==> src/rtl/rps4.sv <==
// 4-way rotating-priority arbiter: grant is combinational from req/en/count (zero latency).
// No backpressure; the rotation pointer advances every cycle regardless of en and req.
module rps4 (
  input  logic       clock,
  input  logic       reset,
  input  logic [3:0] req,
  input  logic       en,
  output logic [3:0] gnt,
  output logic [1:0] count
);

  logic [1:0] idx;
  logic       found;

  always_ff @(posedge clock) begin
    if (!reset) begin
      count <= 2'd0;
    end else begin
      count <= count + 2'd1;
    end
  end

  // Walk downward from bit[count] with wrap-around; first requester wins.
  always_comb begin
    gnt   = 4'b0000;
    idx   = 2'd0;
    found = 1'b0;
    if (en) begin
      for (int i = 0; i < 4; i++) begin
        idx = count - i[1:0];
        if (!found && req[idx]) begin
          gnt[idx] = 1'b1;
          found    = 1'b1;
        end
      end
    end
  end

endmodule

==> config.mk <==
export PLATFORM = sky130hd
export DESIGN_NAME = rps4
export DESIGN_NICKNAME = d
export VERILOG_FILES = /design/src/rtl/rps4.sv
export SDC_FILE = /design/constraint.sdc
export NUM_CORES = 1
export LEC_CHECK = 0
export CORE_AREA = 2 2 39 41
export CTS_BUF_LIST = sky130_fd_sc_hd__clkbuf_8 sky130_fd_sc_hd__clkbuf_16
export CTS_CLUSTER_SIZE = 28
export DETAILED_ROUTE_END_ITERATION = 12
export DIE_AREA = 0 0 41 43
export HOLD_SLACK_MARGIN = 0.06
export PLACE_DENSITY = 0.72
export SKIP_CTS_REPAIR_TIMING = 1
export SYNTH_ARGS = -nofsm -noshare
export SYNTH_HDL_FRONTEND = slang
export SYNTH_SLANG_ARGS = --single-unit
==> constraint.sdc <==
create_clock -name clock -period 3.97 [get_ports clock]
set_input_delay 0.9925 -clock clock [delete_from_list [all_inputs] [get_ports clock]]
set_output_delay 0.9925 -clock clock [all_outputs]
set_load 0.05 [all_outputs]
==> results of run 1 <==
[cell usage after synthesis]
cell / n
a221oi_1: 1
nor2b_1: 2
nand3_1: 1
nor3b_1: 2
a2bb2oi_1: 1
mux4_2: 2
a21oi_1: 4
nand2_1: 5
and3b_1: 1
and2_1: 1
a31oi_1: 1
nor3_1: 1
o21ai_0: 1
nand4b_1: 1
a2111oi_2: 1
inv_1: 7
buf_2: 1
dfxtp_1: 2
nor2_1: 2
ha_1: 8
or3b_1: 4
a221o_2: 4
[final cells by class]
class                      count  area (um2)
tap                           16        20.0
fill                         141         702
sequential                     2        40.0
inverter                       7        26.3
multi-input combinational     43         377
timing repair buffer          14         178
clock buffer                   3        41.3
[kinds of logic (layout without fill, tap and decap cells)]
logic type               after synthesis  in the layout  share of synthesized area
multiplexers                           2              2                      0.101
flip-flops                             2              2                     0.0894
buffers and inverters                  8             24                     0.0698
adder cells (fa/ha/maj)                8              8                      0.223
AO/OA/AOI/OAI                         13             13                      0.243
AND/OR/NAND/NOR                       20             20                      0.274
[worst max-delay path, cell delays in order]
cell,delay [ns]
clkdlybuf4s50_1,0.50
mux4_2,0.57
or3b_1,0.37
a21oi_1,0.15
a221o_2,0.15
buf_12,0.13
[report_power, final]
part / internal [mW] / leakage, nW / total, mW / switching [mW]
combinational: 0.0495 / 0.247 / 0.104 / 0.0547
sequential: 0.0222 / 0.0167 / 0.0256 / 0.00341
clock: 0.0640 / 0.0216 / 0.0790 / 0.0150
total: 0.136 / 0.285 / 0.209 / 0.0731
[metrics by stage]
step           power, mW  utilization  cell area [um2]  cells
2_1_floorplan     0.0893            -              448     53
3_3_place_gp       0.129        0.461              638     82
3_5_place_dp       0.131        0.461              638     82
4_1_cts            0.213        0.491              679     85
5_1_grt            0.223        0.493              682     85
6_report           0.209        0.493              682     85
[layout by cell type, fill, tap and decap left out]
cell type | netlist | layout
dlymetal6s2s_1 | 0 | 1
clkbuf_8 | 0 | 3
ha_1 | 8 | 8
and3b_1 | 1 | 1
a2bb2oi_1 | 1 | 1
mux4_2 | 2 | 2
nor2b_1 | 2 | 2
nor2_1 | 2 | 2
nor3_1 | 1 | 1
a221oi_1 | 1 | 1
nor3b_1 | 2 | 2
clkdlybuf4s50_1 | 0 | 7
dfxtp_1 | 2 | 2
a31oi_1 | 1 | 1
o21ai_0 | 1 | 1
or3b_1 | 4 | 4
nand2_1 | 5 | 5
nand4b_1 | 1 | 1
nand3_1 | 1 | 1
buf_12 | 0 | 4
a2111oi_2 | 1 | 1
a221o_2 | 4 | 4
a21oi_1 | 4 | 4
and2_1 | 1 | 1
buf_4 | 0 | 2
inv_1 | 7 | 7
[path summary, 6_finish.rpt]
path	from	endpoint	slack, ns	depth (start not counted)
worst max-delay path	req[0]	gnt[1]	0.11	6
worst min-delay path	count[0]	count[0]	0.63	2
worst max register to register	count[1]	count[1]	2.68	3
worst min register to register	count[0]	count[0]	0.63	2
[layer usage]
metal | share of wire | vias to the layer above | wire [um] | track usage
met2 | 0.52 | 17 | 501 | 0.209
met4 | 0.015 | 0 | 14 | 0.0600
li1 | - | 230 | - | -
met1 | 0.42 | 219 | 401 | 0.177
met3 | 0.051 | 2 | 49 | 0.0157
met5 | 0 | - | 0 | 0
==> flow_summary.json, run 1 <==
{
  "via_per_inst": 5.51,
  "cp-end-kind": "output pin",
  "finalHoldViolations": 0,
  "hold_slack_ns": 0.626,
  "ys_seq_elements": 2,
  "max_freq_mhz": 259,
  "setup_slack_ns": 0.113,
  "portBuffers": 12,
  "largest_reg_flops": 2,
  "route.detailed.drc": 0,
  "rsz0062_at_grt": "no",
  "finalSetupTns_ns": 0,
  "wl_per_cell_um": 11.4,
  "max_cap_viol_count": 0,
  "via_count": 468,
  "nNetsFinal": 86,
  "antenna_found_initial": 0,
  "cts_tree": "done",
  "synth_top_area_frac": 0.223,
  "diodes": 0,
  "cts_made_buffers": 3,
  "post-route-min-period_ns": 3.86,
  "grt_pass1_wl_mm": 1.64,
  "postSynthAreaPerCell_um2": 8.45,
  "synth_cells": 53,
  "crit_fanout": 8,
  "power_density_nw_per_um2": 306,
  "ys_types": 22,
  "dieArea_um2": 1760,
  "tightest_slew_ns": 0.502,
  "drtPass1Iterations": 4,
  "grt_start_max_net_pins": 16,
  "start_util": 0.324,
  "grt_pass1_vias": 400,
  "ant_nets": 0,
  "critPathKind": "input pin to output pin",
  "synthesis.nets": 68,
  "critPathLaunchType": "input pin",
  "fin_worst_skew_ns": 0.000343,
  "arrival_ns": 2.86,
  "clk_latency_ns": 0.21,
  "largest_register": "count",
  "worstPathRequired_ns": 2.98,
  "place_congestion": 0.724,
  "ios": 13,
  "slew_headroom": 0.664,
  "cts_root_buffer": "clkbuf_8",
  "yosysTopAreaCell": "ha_1",
  "die-height_um": 43,
  "synth_area_um2": 448,
  "clock-sinks": 2,
  "synth_area_leaders": "ha_1 22%, a221o_2 10%, mux4_2 10%",
  "yosysSeqAreaShare": 0.0894,
  "fp.dieW_um": 41,
  "setup_viol": 0,
  "slew_viol_final": 0,
  "vdd_drop_max_uv": 260,
  "worst_hold_path_type": "flip-flop to flip-flop",
  "clock_path_buffers": 2,
  "synthToLayoutAreaGrowth_pct": 52.2,
  "leakage_nw": 0.285,
  "top_regs": "count x2",
  "num_rows": 14,
  "coreArea_um2": 1380,
  "cts.htree.levels": 1,
  "fin_crit_sh": 0.971,
  "gr-usage-all-layers": 0.135,
  "drt_iter0_drc": 15,
  "gr-total-overflow": 0,
  "outcome": "finished, final reports clean",
  "clkSlewWorstSetupHoldPaths_ns": 0.03,
  "pre_cts_ws_ns": 0.0849,
  "routed_wl_um": 965,
  "drive_gt1_frac": 0.232,
  "ys.warnings.count": 0
}
No activity file was read; power rests on OpenSTA's default activity.
==> run 2: changes to the inputs <==
--- a/config.mk
+++ b/config.mk
@@ -7,6 +7,7 @@
 export LEC_CHECK = 0
 export CORE_AREA = 2 2 39 41
 export CTS_BUF_LIST = sky130_fd_sc_hd__clkbuf_8 sky130_fd_sc_hd__clkbuf_16
+export CTS_CLUSTER_DIAMETER = 30
 export CTS_CLUSTER_SIZE = 28
 export DETAILED_ROUTE_END_ITERATION = 12
 export DIE_AREA = 0 0 41 43
==> results of run 2 <==
The final DEF is identical to that of run 1; final timing and power are the same.
